--- config.mk ---
export PLATFORM = sky130hd
export DESIGN_NAME = vga_scanout
export DESIGN_NICKNAME = d
export VERILOG_FILES = /design/src/rtl/vga_scanout_pkg.sv /design/src/rtl/vga_scanout_timing.sv /design/src/rtl/vga_scanout.sv
export SDC_FILE = /design/constraint.sdc
export NUM_CORES = 1
export LEC_CHECK = 0
export ABC_AREA = 1
export CAP_MARGIN = 20
export CORE_ASPECT_RATIO = 1.25
export CORE_MARGIN = 2
export CORE_UTILIZATION = 30
export CTS_CLUSTER_DIAMETER = 120
export DETAILED_ROUTE_END_ITERATION = 8
export SLEW_MARGIN = 20
export SYNTH_ARGS = -nofsm -noshare
export SYNTH_HDL_FRONTEND = slang
export SYNTH_SLANG_ARGS = --single-unit
export TNS_END_PERCENT = 1
--- constraint.sdc ---
create_clock -name CLOCK_50 -period 2.4 [get_ports CLOCK_50]
set_input_delay 0.48 -clock CLOCK_50 [delete_from_list [all_inputs] [get_ports CLOCK_50]]
set_output_delay 0.48 -clock CLOCK_50 [all_outputs]
set_load 0.01 [all_outputs]
--- src/rtl/vga_scanout_pkg.sv ---
// Shared constants, colour names and the framebuffer address helper for the VGA scanout block.
// The optional colour-bar generator is enabled by defining SCANOUT_TEST_PATTERN_EN.
package vga_scanout_pkg;

    localparam int H_VISIBLE = 640;
    localparam int H_FRONT   = 16;
    localparam int H_SYNC    = 96;
    localparam int H_BACK    = 48;
    localparam int V_VISIBLE = 480;
    localparam int V_FRONT   = 10;
    localparam int V_SYNC    = 2;
    localparam int V_BACK    = 33;

    localparam int SCALE_SHIFT = 2;
    localparam int FB_WIDTH    = 160;
    localparam int FB_HEIGHT   = 120;
    localparam int FB_ADDR_W   = 15;
    localparam int BAR_WIDTH   = 80;

    typedef enum logic [2:0] {
        BLACK  = 3'b000,
        BLUE   = 3'b001,
        GREEN  = 3'b010,
        YELLOW = 3'b110,
        RED    = 3'b100,
        WHITE  = 3'b111
    } colour_t;

    // fy*160 + fx, built from shifts so no multiplier is needed.
    function automatic logic [FB_ADDR_W-1:0] fb_address(input logic [9:0] hcount,
                                                         input logic [9:0] vcount);
        logic [FB_ADDR_W-1:0] fx;
        logic [FB_ADDR_W-1:0] fy;
        fx = FB_ADDR_W'(hcount >> SCALE_SHIFT);
        fy = FB_ADDR_W'(vcount >> SCALE_SHIFT);
        return (fy << 7) + (fy << 5) + fx;
    endfunction

    // Eight vertical bars, each BAR_WIDTH pixels wide, numbered left to right.
    function automatic logic [2:0] bar_colour(input logic [9:0] hcount);
        logic [2:0] bar;
        bar = 3'd0;
        for (int i = 1; i < 8; i++) begin
            if (hcount >= 10'(i * BAR_WIDTH)) bar = 3'(i);
        end
        return bar;
    endfunction

endpackage

--- src/rtl/vga_scanout_timing.sv ---
// Pixel-enable phase, horizontal/vertical counters and raw (undelayed) sync/active flags.
module vga_timing_gen
    import vga_scanout_pkg::*;
#(
    parameter int H_ACTIVE = vga_scanout_pkg::H_VISIBLE,
    parameter int H_FP     = vga_scanout_pkg::H_FRONT,
    parameter int H_SW     = vga_scanout_pkg::H_SYNC,
    parameter int H_BP     = vga_scanout_pkg::H_BACK,
    parameter int V_ACTIVE = vga_scanout_pkg::V_VISIBLE,
    parameter int V_FP     = vga_scanout_pkg::V_FRONT,
    parameter int V_SW     = vga_scanout_pkg::V_SYNC,
    parameter int V_BP     = vga_scanout_pkg::V_BACK
) (
    input  logic       CLOCK_50,
    input  logic       reset,
    output logic       pix_en,
    output logic [9:0] hcount,
    output logic [9:0] vcount,
    output logic       hsync,
    output logic       vsync,
    output logic       active,
    output logic       frame_start
);

    localparam int H_TOTAL = H_ACTIVE + H_FP + H_SW + H_BP;
    localparam int V_TOTAL = V_ACTIVE + V_FP + V_SW + V_BP;

    logic h_last;
    logic v_last;

    assign h_last = (hcount == 10'(H_TOTAL - 1));
    assign v_last = (vcount == 10'(V_TOTAL - 1));

    always_ff @(posedge CLOCK_50) begin
        // NOTE: non-blocking assignments so every register samples pre-edge values,
        // independent of statement order inside and across always_ff blocks.
        if (reset) begin
            pix_en      <= 1'b0;
            hcount      <= '0;
            vcount      <= '0;
            frame_start <= 1'b0;
        end else begin
            pix_en      <= ~pix_en;
            frame_start <= pix_en && h_last && v_last;
            if (pix_en) begin
                if (h_last) begin
                    hcount <= '0;
                    vcount <= v_last ? '0 : vcount + 10'd1;
                end else begin
                    hcount <= hcount + 10'd1;
                end
            end
        end
    end

    assign hsync  = !((hcount >= 10'(H_ACTIVE + H_FP)) && (hcount < 10'(H_ACTIVE + H_FP + H_SW)));
    assign vsync  = !((vcount >= 10'(V_ACTIVE + V_FP)) && (vcount < 10'(V_ACTIVE + V_FP + V_SW)));
    assign active = (hcount < 10'(H_ACTIVE)) && (vcount < 10'(V_ACTIVE));

endmodule

--- src/rtl/vga_scanout.sv ---
// Framebuffer scanout: address generation, one-pixel alignment pipeline and colour expansion.
// Defining SCANOUT_TEST_PATTERN_EN adds a test_mode input that selects colour bars.
module vga_scanout
    import vga_scanout_pkg::*;
#(
    parameter int H_ACTIVE = vga_scanout_pkg::H_VISIBLE,
    parameter int H_FP     = vga_scanout_pkg::H_FRONT,
    parameter int H_SW     = vga_scanout_pkg::H_SYNC,
    parameter int H_BP     = vga_scanout_pkg::H_BACK,
    parameter int V_ACTIVE = vga_scanout_pkg::V_VISIBLE,
    parameter int V_FP     = vga_scanout_pkg::V_FRONT,
    parameter int V_SW     = vga_scanout_pkg::V_SYNC,
    parameter int V_BP     = vga_scanout_pkg::V_BACK
) (
    input  logic                 CLOCK_50,
    input  logic                 reset,
    output logic [FB_ADDR_W-1:0] fb_addr,
    input  logic [2:0]           fb_q,
`ifdef SCANOUT_TEST_PATTERN_EN
    input  logic                 test_mode,
`endif
    output logic                 frame_start,
    output logic [9:0]           VGA_R,
    output logic [9:0]           VGA_G,
    output logic [9:0]           VGA_B,
    output logic                 VGA_HS,
    output logic                 VGA_VS,
    output logic                 VGA_BLANK,
    output logic                 VGA_SYNC,
    output logic                 VGA_CLK
);

    logic       pix_en;
    logic [9:0] hcount;
    logic [9:0] vcount;
    logic       hsync;
    logic       vsync;
    logic       active;
    logic [2:0] colour;

    vga_timing_gen #(
        .H_ACTIVE (H_ACTIVE),
        .H_FP     (H_FP),
        .H_SW     (H_SW),
        .H_BP     (H_BP),
        .V_ACTIVE (V_ACTIVE),
        .V_FP     (V_FP),
        .V_SW     (V_SW),
        .V_BP     (V_BP)
    ) u_timing (
        .CLOCK_50    (CLOCK_50),
        .reset       (reset),
        .pix_en      (pix_en),
        .hcount      (hcount),
        .vcount      (vcount),
        .hsync       (hsync),
        .vsync       (vsync),
        .active      (active),
        .frame_start (frame_start)
    );

    // Address is held at 0 outside the visible area so it never leaves the framebuffer.
    assign fb_addr = active ? fb_address(hcount, vcount) : '0;

    always_comb begin
        // NOTE: default first so every path assigns colour and no latch is inferred.
        colour = BLACK;
        if (active) begin
`ifdef SCANOUT_TEST_PATTERN_EN
            colour = test_mode ? bar_colour(hcount) : fb_q;
`else
            colour = fb_q;
`endif
        end
    end

    // fb_q arrives one clock after fb_addr, i.e. in the pix_en=1 clock of the same pixel,
    // so capturing it with the syncs of the same counters keeps data and syncs aligned.
    always_ff @(posedge CLOCK_50) begin
        if (reset) begin
            VGA_R     <= '0;
            VGA_G     <= '0;
            VGA_B     <= '0;
            VGA_HS    <= 1'b1;
            VGA_VS    <= 1'b1;
            VGA_BLANK <= 1'b0;
        end else if (pix_en) begin
            VGA_R     <= {10{colour[2]}};
            VGA_G     <= {10{colour[1]}};
            VGA_B     <= {10{colour[0]}};
            VGA_HS    <= hsync;
            VGA_VS    <= vsync;
            VGA_BLANK <= active;
        end
    end

    assign VGA_SYNC = 1'b1;
    assign VGA_CLK  = pix_en;

endmodule
Word level (Yosys, flattened, before mapping):

Cells that the tools add are included.

* flip-flop bits (word level): 28

* order comparisons: 6
* reduce and logical (&&, ||, !) cells: 8
* bitwise operators: 1
* equal/unequal tests: 2
* $add $sub $neg: 4
* multiplexer cells: 4

Operators with widths (count)
* $add 10x1->10 const B: 2
* $eq 10x10->1 const B: 2
* $lt 10x10->1 const B: 2
* $lt 10x9->1 const B: 2
* $mux 10: 2
* $add 15x13->15: 1
* $add 15x8->15: 1
* $mux 15: 1
* $ge 10x10->1 const B: 1
* $ge 10x9->1 const B: 1
* $logic_and 1x1->1: 5
* $mux 3: 1
* $logic_not 1->1: 2
* $reduce_and 2->1: 1
* $not 1->1: 1

Longest topological paths before layout:

Gate-level depths: netlist of run 1.

* word-level depth: 3
* depth in mapped cells: 11
* depth with buffers taken out: 11

Hierarchy:

From an unflattened synthesis of run 1, not the netlist that was laid out.

* cells, all modules: 341
* area, all modules: 2294.7 sq um

By module, submodules not included
* vga_timing_gen: cells an instance 178, instances 1, area an instance 1261.2 sq um
* vga_scanout: cells an instance 163, instances 1, area an instance 1033.5 sq um

Worst setup path after synthesis of run 1:

OpenSTA, ideal clock, no wires.

* path type: reg-to-output
* start point: register u_timing.vcount[2]
* end point: output port fb_addr[14]
* path slack: -0.041 ns
* stages on the path, launching flop included: 9
* required time: 1.920 ns
* arrival: 1.961 ns
* cells stage by stage: dfxtp_1 > inv_1 > fa_1 > fa_1 > inv_1 > nand4_1 > nand3_1 > nand2_1 > a21oi_1

* word-level cells in the longest chain between the ends: 3

Ends and longest elaborated chain
* start: declaration: RTL line vga_scanout_timing.sv:18 `output logic [9:0] vcount,`
* start signal: assignment: RTL line vga_scanout_timing.sv:48 `vcount <= v_last ? '0 : vcount + 10'd1;`
* $add 15x13->15 or $lt 10x9->1 (tied branches): RTL line vga_scanout_pkg.sv:36, vga_scanout_timing.sv:58
* $add 15x8->15 or $logic_and 1x1->1 (tied branches): RTL line vga_scanout_pkg.sv:36, vga_scanout_timing.sv:58
* $mux 15 (*): RTL line vga_scanout.sv:63 `assign fb_addr = active ? fb_address(hcount, vcount) : '0;`
* end: declaration: RTL line vga_scanout.sv:17 `output logic [FB_ADDR_W-1:0] fb_addr,`

Mark *: on every way between the ends. The rest lies on a longest branch, timed or not.

Final worst setup path of run 1:

* start point: register u_timing.hcount[9]
* end point: output port fb_addr[9]

* word-level cells in the longest chain between the ends: 3

Ends and longest elaborated chain
* start: declaration: RTL line vga_scanout_timing.sv:17 `output logic [9:0] hcount,`
* start signal: assignment: RTL line vga_scanout_timing.sv:50 `hcount <= hcount + 10'd1;`
* parallel branches: the longest is 2 deep, another holds $add 15x8->15
* $mux 15 (*): RTL line vga_scanout.sv:63

Mark *: on every way between the ends.

==> results.json, run 1 <==
{
  "grtUsageTotal_pct": 13.2,
  "place_area_mm2": 0.00283,
  "wl_per_cell_um": 11.0,
  "layout-drive-gt1-share_pct": 19.9,
  "status": "complete, but fails checks",
  "pre_cts_ws_ns": -0.484,
  "ir_drop_uv": 205,
  "regArea_um2": 567,
  "hold_violations": 0,
  "num_antenna_cells": 0,
  "cts_hold_buf": 0,
  "die_h_um": 100,
  "antenna_found_initial": 0,
  "routed_via_density": 4.47,
  "coreArea_mm2": 0.00727,
  "drv_cap": 0,
  "area_growth_pct": 33.5,
  "routed_wl_mm": 5.27,
  "violations": "setup timing",
  "required_ns": 1.92,
  "ant_nets": 0,
  "drt_iter0_markers": 63,
  "power.leakage_nw": 1.46,
  "dpl.hpwl_mm": 4.14,
  "synth_cells": 336,
  "design_area_mm2": 0.00297,
  "cp_max_fo": 3,
  "clock_path_buffers": 2,
  "multi_input_area_mm2": 0.00135,
  "first_pass_iters": 4,
  "ys_types": 28,
  "grt_max_degree": 16,
  "crit_slowest_cell": "fa_1",
  "die_area_mm2": 0.00813,
  "drc": 0,
  "p_per_area_mw_per_mm2": 303,
  "vias": 2140,
  "grt_pass1_vias": 2065,
  "clock_skew_ns": 0.00144,
  "synthesis.area_mm2": 0.00223,
  "timing.final.crit_share_pct": 111,
  "port_buffers": 54,
  "crit_chain": "inv_2 -> fa_1 -> inv_1 -> ha_4 -> a21oi_4 -> nand2_4 -> buf_4 -> xnor2_2 -> nor2_1 -> buf_2",
  "overflow": 0,
  "cts_root_buffer": "clkbuf_8",
  "synthTopCellsByArea": "dfxtp_1 25%, nand2_1 12%, ha_1 11%",
  "clkTransAtPathRegs_ns": 0.10,
  "finalMaxSlewViolations": 0,
  "timing.hold.ws_ns": 0.480,
  "htreeDepth": 1,
  "hp-class": "reg2reg",
  "power_mw": 0.903,
  "initial_core_util_pct": 30.6,
  "grt_pass1_wl_mm": 8.80,
  "fp.dieW_um": 81.1,
  "synth_nets": 363,
  "globalplace.congestion": 0.903,
  "critical_path.top_delay_family": "adder cells",
  "rsz0062_at_grt": "yes",
  "final_nets": 415,
  "cts_sinks": 28,
  "layout_min_cycle_time_ns": 2.67,
  "crit_type": "reg2out",
  "crit_buf_inv": 4,
  "cp-end-kind": "output pin",
  "ys_seq_area_share_pct": 25.2,
  "top_regs": "u_timing.hcount: 10 flops, u_timing.vcount: 10 flops",
  "setup_viol": 8,
  "rows": 35,
  "avgSynthCellArea_um2": 6.63,
  "io_pins": 56,
  "numCtsBuffers": 3,
  "yosysTopAreaCell": "dfxtp_1",
  "max_stage_delay_ns": 0.58,
  "clkLatencyLatePin_ns": 0.27,
  "crit_path_start_kind": "register",
  "worst_ep_arrival_time_ns": 2.19,
  "setup_ws_ns": -0.269,
  "fmax_ghz": 0.375,
  "num-fill-cells": 771,
  "ys_ff_latch": 28,
  "cts_tree": "done",
  "synth-warning-count": 0,
  "netlist.area_leader.share_pct": 25.2
}
[routing by layer]
layer | vias to the layer above | track usage [%] | routed length, um
li1 | 1123 | - | -
met1 | 962 | 15.3 | 2260
met2 | 49 | 25.2 | 2720
met3 | 6 | 1.26 | 224
met4 | 0 | 3.91 | 62
met5 | - | 0 | 0
[stage by stage]
step	std cells	utilization, %	setup TNS, ns
after global placement	473	38.9	-2.86
after CTS	478	39.8	-2.09
after detailed placement	473	38.9	-3.10
after global routing	479	40.9	-2.53
after floorplan	336	-	0
final	479	40.9	-1.70
[report_power, final]
part | internal [mW] | switching, mW | leakage (nW)
combinational | 0.0665 | 0.0492 | 1.21
clock | 0.147 | 0.154 | 0.0288
sequential | 0.473 | 0.0134 | 0.230
total | 0.686 | 0.216 | 1.46
[final timing paths]
path | cells after the start | slack, ns | start | endpoint
hold reg to reg | 2 | 0.48 | VGA_BLANK | VGA_BLANK
setup / recovery | 10 | -0.27 | u_timing.hcount[9] | fb_addr[9]
hold / removal | 2 | 0.48 | VGA_BLANK | VGA_BLANK
setup reg to reg | 9 | 0.88 | u_timing.hcount[9] | VGA_R[0]
[worst reg2reg max path: stages, from the launching register on]
cell and delay [ns]:
dfxtp_2 0.34, buf_4 0.13, nand2_1 0.09, inv_2 0.06
nor3_4 0.22, nand2_4 0.12, buf_4 0.18, nor2_1 0.18
nand2_1 0.08, nand2_1 0.06
[layout make-up]
cell class / instances / area share, %
Tap cell: 92 / 3.87
Clock buffer: 4 / 1.85
Inverter: 54 / 6.82
Sequential cell: 28 / 19.1
Multi-Input combinational cell: 223 / 45.4
Timing Repair Buffer: 78 / 23.1
[cells in the mapped netlist]
cell and instances:
nor3b_1 1, a21oi_1 14, o211ai_1 1, conb_1 1, dfxtp_1 28, nor3_2 2, clkbuf_1 1, fa_1 2
nand3_2 2, buf_4 30, o21bai_1 1, nand4_1 9, xor2_1 3, nand2_1 72, nor2_4 1, nor2_1 47
ha_1 20, inv_1 53, inv_2 1, o21ai_0 9, xnor2_1 2, nor3_1 7, a21boi_0 1, nor2_2 4
nand2_4 2, nand2_2 3, nand3_1 18, a31oi_1 1
[cell families (layout without fill, tap and decap cells)]
| kind of cell | count (synthesis) | after routing | share of synthesized area [%] |
|---|---|---|---|
| XOR/XNOR | 5 | 5 | 1.97 |
| adder cells (fa/ha/maj) | 22 | 22 | 13.0 |
| flip-flops | 28 | 28 | 25.2 |
| AO/OA/AOI/OAI | 27 | 27 | 6.46 |
| AND/OR/NAND/NOR | 168 | 168 | 33.8 |
| other | 1 | 1 | 0.168 |
| buffers and inverters | 85 | 136 | 19.4 |
[placed cells by master, fill, tap and decap left out, drive strengths merged]
master and instances:
nand2 77, inv 54, nor2 52, clkdlybuf4s50 40, buf 32, dfxtp 28, ha 20, nand3 20
a21oi 14, nand4 9, o21ai 9, nor3 9, clkbuf 4, xor2 3, dlymetal6s2s 3, dlygate4sd2 2
xnor2 2, fa 2, a21boi 1, o211ai 1, a31oi 1, o21bai 1, nor3b 1, conb 1
clkdlybuf4s15 1
[timing repair]
item,CTS,global route
cloned,0,0
setup endpoints to repair,15,14
setup buffers,1,1
pin swaps,14,7
resized for setup,49,21
Power figures use the tool's default switching activity.
==> run 2: changes to the inputs <==
--- a/config.mk
+++ b/config.mk
@@ -10,7 +10,6 @@
 export CORE_ASPECT_RATIO = 1.25
 export CORE_MARGIN = 2
 export CORE_UTILIZATION = 30
-export CTS_CLUSTER_DIAMETER = 120
 export DETAILED_ROUTE_END_ITERATION = 8
 export SLEW_MARGIN = 20
 export SYNTH_ARGS = -nofsm -noshare
==> results of run 2 <==
Same layout as run 1: the final DEF is identical, and so are final timing and power.
